$ cat src/rtl/twiddle_apply_seq.sv
// twiddle_apply_seq
// Consumer side of the 16-point FFT twiddle ROM. For each sample of a 16-sample
// frame it produces the twiddle index k for the radix-2 DIF stage being processed.
// It takes the Q1.14 twiddle that the external combinational ROM returns in the same
// cycle, multiplies the sample by it, and streams the rotated sample out.
//
// Ports:
//   clk, rst_n           rising-edge clock, asynchronous active-low reset
//   stage_sel[1:0]       DIF stage, taken at the first accepted sample of a frame
//   in_valid/in_ready    input handshake; in_re/in_im signed input sample
//   k[2:0]               twiddle index to the ROM (combinational)
//   tw_re/tw_im          Q1.14 twiddle returned by the ROM for the current k
//   out_valid/out_ready  output handshake
//   out_re/out_im        rotated sample, rounded and saturated
//   out_idx[3:0]         frame position of the output sample
//   out_last             high with frame position 15
module twiddle_apply_seq #(
    parameter int DATA_W  = 16,
    parameter int TW_FRAC = 14
) (
    input  logic                     clk,
    input  logic                     rst_n,
    input  logic [1:0]               stage_sel,
    input  logic                     in_valid,
    output logic                     in_ready,
    input  logic signed [DATA_W-1:0] in_re,
    input  logic signed [DATA_W-1:0] in_im,
    output logic [2:0]               k,
    input  logic signed [DATA_W-1:0] tw_re,
    input  logic signed [DATA_W-1:0] tw_im,
    output logic                     out_valid,
    input  logic                     out_ready,
    output logic signed [DATA_W-1:0] out_re,
    output logic signed [DATA_W-1:0] out_im,
    output logic [3:0]               out_idx,
    output logic                     out_last
);

    localparam int PROD_W = 2 * DATA_W;
    localparam int SUM_W  = PROD_W + 1;
    localparam logic signed [SUM_W-1:0] RND_C = SUM_W'(1) <<< (TW_FRAC - 1);

    // Saturate a rounded, shifted sum to the signed 16-bit output range
    function automatic logic signed [DATA_W-1:0] sat16(input logic signed [SUM_W-1:0] v);
        logic signed [DATA_W-1:0] r;
        if (v > 33'sd32767) begin
            r = 16'sh7fff;
        end else if (v < -33'sd32768) begin
            r = 16'sh8000;
        end else begin
            r = v[DATA_W-1:0];
        end
        return r;
    endfunction

    // Frame counter and latched stage
    logic [3:0] n_cnt_r;
    logic [1:0] active_r;

    // P1 registers
    logic                     v1_r;
    logic signed [DATA_W-1:0] x_re_r, x_im_r, w_re_r, w_im_r;
    logic [3:0]               n1_r;

    // P2 registers
    logic                     v2_r;
    logic signed [PROD_W-1:0] p_rr_r, p_ii_r, p_ri_r, p_ir_r;
    logic [3:0]               n2_r;

    // Combinational helpers
    logic                     en_s;
    logic [1:0]               cur_stage_s;
    logic [2:0]               k_s;
    logic signed [SUM_W-1:0]  re_sum_s, im_sum_s, re_sh_s, im_sh_s;

    // Global pipeline enable: the whole pipe freezes while output is blocked
    always_comb begin
        en_s = !(out_valid && !out_ready);
    end

    assign in_ready = en_s;
    assign k        = k_s;

    // Twiddle index: k = (p - H) << s in the upper half of each group, else 0.
    // At frame start the live stage_sel is used so the first sample's k is right.
    always_comb begin
        cur_stage_s = (n_cnt_r == 4'd0) ? stage_sel : active_r;
        k_s = 3'd0;
        case (cur_stage_s)
            2'd0:    k_s = n_cnt_r[3] ? n_cnt_r[2:0] : 3'd0;
            2'd1:    k_s = n_cnt_r[2] ? {n_cnt_r[1:0], 1'b0} : 3'd0;
            2'd2:    k_s = n_cnt_r[1] ? {n_cnt_r[0], 2'b00} : 3'd0;
            2'd3:    k_s = 3'd0;
            default: k_s = 3'd0;
        endcase
    end

    // Complex combine of the products, round-half-up and scale back to Q0
    always_comb begin
        re_sum_s = $signed({p_rr_r[PROD_W-1], p_rr_r}) - $signed({p_ii_r[PROD_W-1], p_ii_r});
        im_sum_s = $signed({p_ri_r[PROD_W-1], p_ri_r}) + $signed({p_ir_r[PROD_W-1], p_ir_r});
        re_sh_s  = (re_sum_s + RND_C) >>> TW_FRAC;
        im_sh_s  = (im_sum_s + RND_C) >>> TW_FRAC;
    end

    // Frame counter, stage latch and the three pipeline stages
    always_ff @(posedge clk or negedge rst_n) begin
        if (!rst_n) begin
            n_cnt_r   <= 4'd0;
            active_r  <= 2'd0;
            v1_r      <= 1'b0;
            x_re_r    <= '0;
            x_im_r    <= '0;
            w_re_r    <= '0;
            w_im_r    <= '0;
            n1_r      <= 4'd0;
            v2_r      <= 1'b0;
            p_rr_r    <= '0;
            p_ii_r    <= '0;
            p_ri_r    <= '0;
            p_ir_r    <= '0;
            n2_r      <= 4'd0;
            out_valid <= 1'b0;
            out_re    <= '0;
            out_im    <= '0;
            out_idx   <= 4'd0;
            out_last  <= 1'b0;
        end else if (en_s) begin
            // P1: capture sample and the ROM answer for this sample's k
            v1_r <= in_valid;
            if (in_valid) begin
                x_re_r  <= in_re;
                x_im_r  <= in_im;
                w_re_r  <= tw_re;
                w_im_r  <= tw_im;
                n1_r    <= n_cnt_r;
                n_cnt_r <= n_cnt_r + 4'd1;
                if (n_cnt_r == 4'd0) begin
                    active_r <= stage_sel;
                end
            end
            // P2: four real products
            v2_r <= v1_r;
            if (v1_r) begin
                p_rr_r <= PROD_W'(x_re_r) * PROD_W'(w_re_r);
                p_ii_r <= PROD_W'(x_im_r) * PROD_W'(w_im_r);
                p_ri_r <= PROD_W'(x_re_r) * PROD_W'(w_im_r);
                p_ir_r <= PROD_W'(x_im_r) * PROD_W'(w_re_r);
                n2_r   <= n1_r;
            end
            // P3: registered output; data only changes with a valid sample
            out_valid <= v2_r;
            if (v2_r) begin
                out_re   <= sat16(re_sh_s);
                out_im   <= sat16(im_sh_s);
                out_idx  <= n2_r;
                out_last <= (n2_r == 4'd15);
            end
        end
    end

endmodule
$ cat config.mk
export PLATFORM = sky130hd
export DESIGN_NAME = twiddle_apply_seq
export DESIGN_NICKNAME = d
export VERILOG_FILES = /design/src/rtl/twiddle_apply_seq.sv
export SDC_FILE = /design/constraint.sdc
export NUM_CORES = 2
export LEC_CHECK = 0
export BUFFER_PORTS_ARGS = -buffer_cell sky130_fd_sc_hd__buf_2
export CORE_ASPECT_RATIO = 1.75
export CORE_MARGIN = 4
export CORE_UTILIZATION = 39
export DETAILED_ROUTE_END_ITERATION = 10
export SETUP_SLACK_MARGIN = 0.4
export SLEW_MARGIN = 0
export SYNTH_ARGS = -nofsm -noshare
export SYNTH_HDL_FRONTEND = slang
export SYNTH_SLANG_ARGS = --single-unit
$ cat constraint.sdc
create_clock -name clk -period 8.8 [get_ports clk]
set_clock_uncertainty 0.2 [all_clocks]
set_input_delay 1.76 -clock clk [delete_from_list [all_inputs] [get_ports clk]]
set_output_delay 1.76 -clock clk [all_outputs]
set_load 0.02 [all_outputs]
=== Yosys cells after proc, flatten, opt, wreduce, memory -nomap -nowiden ===
Cells that the tools add are included.

* Reductions and logical operators: 8
* $add $sub $neg: 5
* Mux-type cells: 9
* Order comparisons: 4
* Bitwise logic cells: 1
* Eq/ne operators: 4
* Multipliers: 4

{| class="wikitable"
|+ Operator list
! operator !! count
|-
| multiplier 16 x 16 -> 32 bit || 4
|-
| adder 33 x 15 -> 33 bit (second input constant) || 2
|-
| 2-to-1 mux 16 bit || 4
|-
| greater-than comparator 19 x 16 -> 1 bit (second input constant) || 2
|-
| < comparator 19 x 16 -> 1 bit (second input constant) || 2
|-
| adder 32 x 32 -> 33 bit || 1
|-
| subtractor 32 x 32 -> 33 bit || 1
|-
| case mux 3 bit (4 select lines) || 1
|-
| 2-to-1 mux 3 bit || 3
|-
| AND reduction 2 bit || 3
|-
| adder 4 x 1 -> 4 bit (second input constant) || 1
|-
| equality test 2 bit (second input constant) || 2
|-
| equality test 4 bit (second input constant) || 1
|-
| zero test 4 bit || 1
|-
| equality test 2 x 1 -> 1 bit (second input constant) || 1
|-
| zero test 1 bit || 2
|-
| zero test 2 bit || 1
|-
| 2-to-1 mux 2 bit || 1
|-
| logical AND 1 bit || 1
|-
| NOT 1 bit || 1
|}

* Logic and storage cells: 54
* Bits in registers: 246
* Output and inout port bits: 42
* Input port bits: 70

=== Logic depth before layout (Yosys ltp) ===
* Depth after elaboration: 5
* Gate-level depth with buffers: 25

=== Worst setup path before layout ===
Ideal clock, no wire load.

* Path kind: register to register
* From: reg x_re_r[7]
* To: reg p_ri_r[31]
* Data required time: 8469 ps
* Stages on the path, launching flop included: 25
* Setup slack: 2309 ps
* Path buffers: 1
* Setup time: 131 ps
* Data arrival time: 6161 ps
* Cells stage by stage: dfrtp_1 -> clkbuf_1 -> nand2_1 -> fa_1 -> inv_1 -> fa_1 -> inv_1 -> fa_1 -> inv_1 -> fa_1 -> fa_1 -> inv_1 -> fa_1 -> inv_1 -> ha_1 -> and2_1 -> a2111oi_2 -> nand2_1 -> a211oi_2 -> nor3_1 -> o41ai_2 -> o2111ai_1 -> a31oi_1 -> xnor2_1 -> o21ai_1

* Word-level cells in the longest chain between the ends: 1

{| class="wikitable"
|+ Ends and longest elaborated chain
! what !! RTL line !! source
|-
| start, declared || 62 || <nowiki>logic signed [DATA_W-1:0] x_re_r, x_im_r, w_re_r, w_im_r;</nowiki>
|-
| start signal, assigned || 132 || <nowiki>x_re_r <= in_re;</nowiki>
|-
| multiplier 16 x 16 -> 32 bit || 147 || <nowiki>p_ri_r <= PROD_W'(x_re_r) * PROD_W'(w_im_r);</nowiki>
|-
| end signal, assigned || 147 ||
|-
| end, declared || 67 || <nowiki>logic signed [PROD_W-1:0] p_rr_r, p_ii_r, p_ri_r, p_ir_r;</nowiki>
|}

No other way between the ends.
A chain may end at the register's enable or synchronous reset.

=== Worst setup path after layout ===
* From: reg x_re_r[8]
* To: reg p_ri_r[29]

The elaborated chain is that of the path after synthesis.

==> qor_table.md <==
| Group | Quantity | Value |
|---|---|---|
| run status | Outcome | finished clean |
| clocking | Clock transition at the registers of the reported paths | 70 ps |
| timing | Final max-slew violation count | 0 |
| grt | Tot GR Track Use | 21.39% |
| timing | Final setup vio count | 0 |
| floorplanning | Die span in x | 282.3 um |
| placed design | Hpwl dp | 116100 um |
| setup path | Required arrival time at the worst endpoint | 9060 ps |
| synth | Fraction of the yosys area taken by sequential cells | 11.99% |
| detailed routing | DRC violation count after routing | 0 |
| synth | Async S/R FF share, synth | 100.0% |
| detailed routing | Average via count per standard cell | 5.125 |
| detailed routing | Mean routed wirelength per cell | 19.63 um |
| setup path | Crit path max fanout | 29 |
| clocking | Root buf cell | sky130_fd_sc_hd__clkbuf_16 |
| run | Max Cap Viol | 0 |
| timing | RSZ-0062 raised after global routing | no |
| detailed routing | M1 WL | 52870 um |
| grt | Global-route congestion overflow total | 0 |
| timing | Slew headroom | 11.69% |
| floorplanning | Total die area | 137700 um2 |
| setup path | Startpoint of the worst-slack reg-to-reg timing path | x_re_r[8]$_DFFE_PN0P_ |
| synth | Distinct cell type count of the synthesized netlist | 76 |
| setup path | Destination of the critical timing path | p_ri_r[29]$_DFFE_PN0P_ |
| clocking | Post-cts sizing count | 0 |
| layout | Area growth from synthesis to layout | 7.317% |
| layout | Final-stage net count | 7035 |
| synth | Total standard cell area after synthesis | 51340 um2 |
| setup path | Type of destination of the critical path | register |
| floorplanning | Floorplan Core Area | 130300 um2 |
| detailed routing | Highest metal layer with signal wires | met5 |
| floorplanning | Initial core utilization | 39.40% |
| timing | Worst-Margin Slew | 1325 ps |
| placed design | Routability-driven placement congestion ratio | 0.9025 |
| grt | Global-route wire length before repair | 227400 um |
| floorplanning | I/O pin cnt | 112 |
| detailed routing | Total Wirelength | 140900 um |
| setup path | FF-to-FF End | p_ri_r[29]$_DFFE_PN0P_ |
| detailed routing | Amount of wire on met2 after detailed routing | 72680 um |
| timing | Final critical path time including I/O delays and setup | 7643 ps |
| setup path | Register-to-Register Path Depth | 22 |
| grt | Number of antenna violations at the first check in global routing | 11 |
| clocking | Deepest clock path buffer count | 3 |
| clocking | CTS tree | yes |
| setup path | Element type at the critical path start | register |
| clocking | H-Tree Depth | 2 |
| clocking | Clock sinks | 246 |
| timing | Final Hold Viols | 0 |
| synth | EDFF count, synth | 0 |
| clocking | Insertion delay of the later-clocked pin in the worst-skew pair | 600 ps |
| timing | Setup_tns | 0 ps |
| setup path | Arrival @ worst endpoint | 7900 ps |
| detailed routing | Post-detailed-route count of antenna-violating nets | 0 |
| detailed routing | Iteration-0 DRC Markers | 1796 |
| floorplanning | Die H | 488.0 um |
| detailed routing | Via count | 36.78k |
| synth | Total of warnings raised by yosys | 0 |
| clocking | Hold buffer count at cts | 0 |
| timing | Final Cycle Share | 86.85% |
| synth | Mean cell area of the mapped netlist | 9.395 um2 |
| synth | Number of synthesized register bits | 246 |
| detailed routing | Met3 wirelength from detailed routing | 6032 um |
| synth | Top FF cell, synth | sky130_fd_sc_hd__dfrtp_1 |
| setup path | Flop-to-flop setup slack | 1160 ps |
| hold path | Hold Path Class | register to register |
| floorplanning | Cell Rows | 175 |
| clocking | Setup Buffers After CTS | 0 |
| synth | Cells after Synth | 5464 |
| placed design | IO Port Bufs | 111 |
| clocking | Number of buffers added by the clock tree synthesis step | 35 |
| timing | Fmax | 0.1308 GHz |
| layout | Fraction of final layout cells with drive strength greater than 1 | 6.574% |
| synth | Net count after synthesis | 7034 |
| detailed routing | Detailed-routing iteration count for the pre-antenna-repair pass | 6 |
| setup path | Worst setup path category | register to register |
| setup path | Beginning of the critical path | x_re_r[8]$_DFFE_PN0P_ |
| grt | Vias in the first global route | 41.20k |
| grt | Largest net degree at the start of global routing | 132 |
layout make-up:
| class | instances | area (um2) |
|---|---|---|
| fill | 12760 | 75190 |
| antenna | 4 | 10.01 |
| timing repair buffer | 204 | 1289 |
| clock buffer | 41 | 959.7 |
| clock inverter | 22 | 305.3 |
| tap | 1681 | 2103 |
| multi-input combinational | 3793 | 39820 |
| sequential | 246 | 6158 |
| inverter | 1185 | 4448 |
placed cells by master (no fill, tap or decap), types with 8 or more instances in the layout:
| master | count |
|---|---|
| sky130_fd_sc_hd__and3_1 | 11 |
| sky130_fd_sc_hd__dfrtp_1 | 244 |
| sky130_fd_sc_hd__nor3b_1 | 12 |
| sky130_fd_sc_hd__o22a_1 | 14 |
| sky130_fd_sc_hd__o21ai_0 | 143 |
| sky130_fd_sc_hd__a221o_1 | 17 |
| sky130_fd_sc_hd__a211oi_1 | 10 |
| sky130_fd_sc_hd__clkbuf_16 | 36 |
| sky130_fd_sc_hd__mux2_2 | 67 |
| sky130_fd_sc_hd__nor3_1 | 49 |
| sky130_fd_sc_hd__o211ai_1 | 9 |
| sky130_fd_sc_hd__o21a_1 | 24 |
| sky130_fd_sc_hd__xnor2_1 | 107 |
| sky130_fd_sc_hd__o31ai_1 | 13 |
| sky130_fd_sc_hd__nand2b_1 | 29 |
| sky130_fd_sc_hd__nand2_1 | 706 |
| sky130_fd_sc_hd__a31oi_1 | 15 |
| sky130_fd_sc_hd__a2111oi_0 | 8 |
| sky130_fd_sc_hd__nand4_1 | 13 |
| sky130_fd_sc_hd__inv_1 | 1183 |
| sky130_fd_sc_hd__a21oi_1 | 105 |
| sky130_fd_sc_hd__a21o_1 | 67 |
| sky130_fd_sc_hd__ha_1 | 452 |
| sky130_fd_sc_hd__nor2_1 | 120 |
| sky130_fd_sc_hd__o21bai_1 | 20 |
| sky130_fd_sc_hd__buf_2 | 110 |
| sky130_fd_sc_hd__buf_4 | 91 |
| sky130_fd_sc_hd__fa_1 | 1048 |
| sky130_fd_sc_hd__or3_1 | 12 |
| sky130_fd_sc_hd__and2_1 | 497 |
| sky130_fd_sc_hd__o21ai_1 | 32 |
| sky130_fd_sc_hd__nand3_1 | 31 |
| sky130_fd_sc_hd__nor2b_1 | 9 |
| sky130_fd_sc_hd__xor2_1 | 56 |
worst min-delay path by stage:
stage	to	startpoint	cells after the start	slack, ps
floorplan	p_ii_r[0]$_DFFE_PN0P_	p_ii_r[0]$_DFFE_PN0P_	2	230
global placement	p_ir_r[0]$_DFFE_PN0P_	p_ir_r[0]$_DFFE_PN0P_	2	250
detailed placement	out_idx[1]$_DFFE_PN0P_	out_idx[1]$_DFFE_PN0P_	2	260
CTS	out_idx[1]$_DFFE_PN0P_	out_idx[1]$_DFFE_PN0P_	2	270
global route	out_idx[1]$_DFFE_PN0P_	out_idx[1]$_DFFE_PN0P_	2	290
finish	out_idx[1]$_DFFE_PN0P_	out_idx[1]$_DFFE_PN0P_	2	270
kinds of logic after synthesis:
logic type	share of synthesized area [%]
adders and majority gates	51.89
xor gates and xnor gates	2.781
and+or+nand+nor	14.38
DFF	11.99
muxes	1.548
buffers and inverters	10.47
AOI/OAI and AO/OA	6.944
stage by stage:
| stage | utilization, % | instances | setup WS [ps] | cell area (um2) | hold slack, ps |
|---|---|---|---|---|---|
| 2_1_floorplan | - | 5464 | 2309 | 51340 | 230.9 |
| 3_3_place_gp | 41.31 | 7109 | 1319 | 53820 | 249.8 |
| 3_5_place_dp | 41.31 | 7109 | 1241 | 53820 | 260.2 |
| 4_1_cts | 42.28 | 7172 | 1180 | 55080 | 274.5 |
| 5_1_grt | 42.28 | 7173 | 729.2 | 55080 | 290.9 |
| 6_report | 42.29 | 7176 | 1157 | 55090 | 265.2 |
per-layer routing:
layer,up-vias,GRT usage (%)
met3,270,2.459
met5,-,0
met4,10,11.07
met1,19050,25.06
li1,16570,-
met2,874,38.34
flip-flops by register name, indices dropped and copies added, names as in the netlist:
signal,flops
n1_r,4
p_rr_r,32
p_ri_r,32
out_valid,1
p_ir_r,32
out_idx,4
x_re_r,16
p_ii_r,32
v2_r,1
x_im_r,16
v1_r,1
n_cnt_r,4
out_im,16
w_im_r,16
out_re,16
w_re_r,16
n2_r,4
out_last,1
active_r,2
worst max-delay path, cell delays in order, from the launching register on:
cell,delay [ps]
sky130_fd_sc_hd__dfrtp_1,1220
sky130_fd_sc_hd__and2_1,270
sky130_fd_sc_hd__fa_1,410
sky130_fd_sc_hd__inv_1,90
sky130_fd_sc_hd__fa_1,440
sky130_fd_sc_hd__fa_1,550
sky130_fd_sc_hd__inv_1,70
sky130_fd_sc_hd__fa_1,500
sky130_fd_sc_hd__fa_1,500
sky130_fd_sc_hd__inv_1,50
sky130_fd_sc_hd__fa_1,470
sky130_fd_sc_hd__inv_1,40
sky130_fd_sc_hd__ha_1,330
sky130_fd_sc_hd__and2_1,210
sky130_fd_sc_hd__a2111oi_2,330
sky130_fd_sc_hd__nand2_1,110
sky130_fd_sc_hd__a211oi_2,370
sky130_fd_sc_hd__nor3_1,170
sky130_fd_sc_hd__o41ai_2,510
sky130_fd_sc_hd__o2111ai_1,190
sky130_fd_sc_hd__a21oi_1,220
sky130_fd_sc_hd__xor2_1,160
sky130_fd_sc_hd__o21ai_1,70
synth_stat cells (all sizes together), types with 24 or more instances:
cell,count,area [um2]
a21o,67,503.0
a21oi,107,543.0
and2,499,3122
clkbuf,231,867.1
dfrtp,246,6156
fa,1048,20980
ha,452,5655
inv,1183,4441
mux2,67,754.5
nand2,707,2654
nand2b,29,181.4
nand3,31,155.2
nor2,120,450.4
nor3,50,255.3
o21a,24,180.2
o21ai,176,884.6
xnor2,107,937.2
xor2,56,490.5
Power is left out: the tool's default activity adds up to more than one toggle a clock period on the data nets, which glitch-free logic cannot reach.
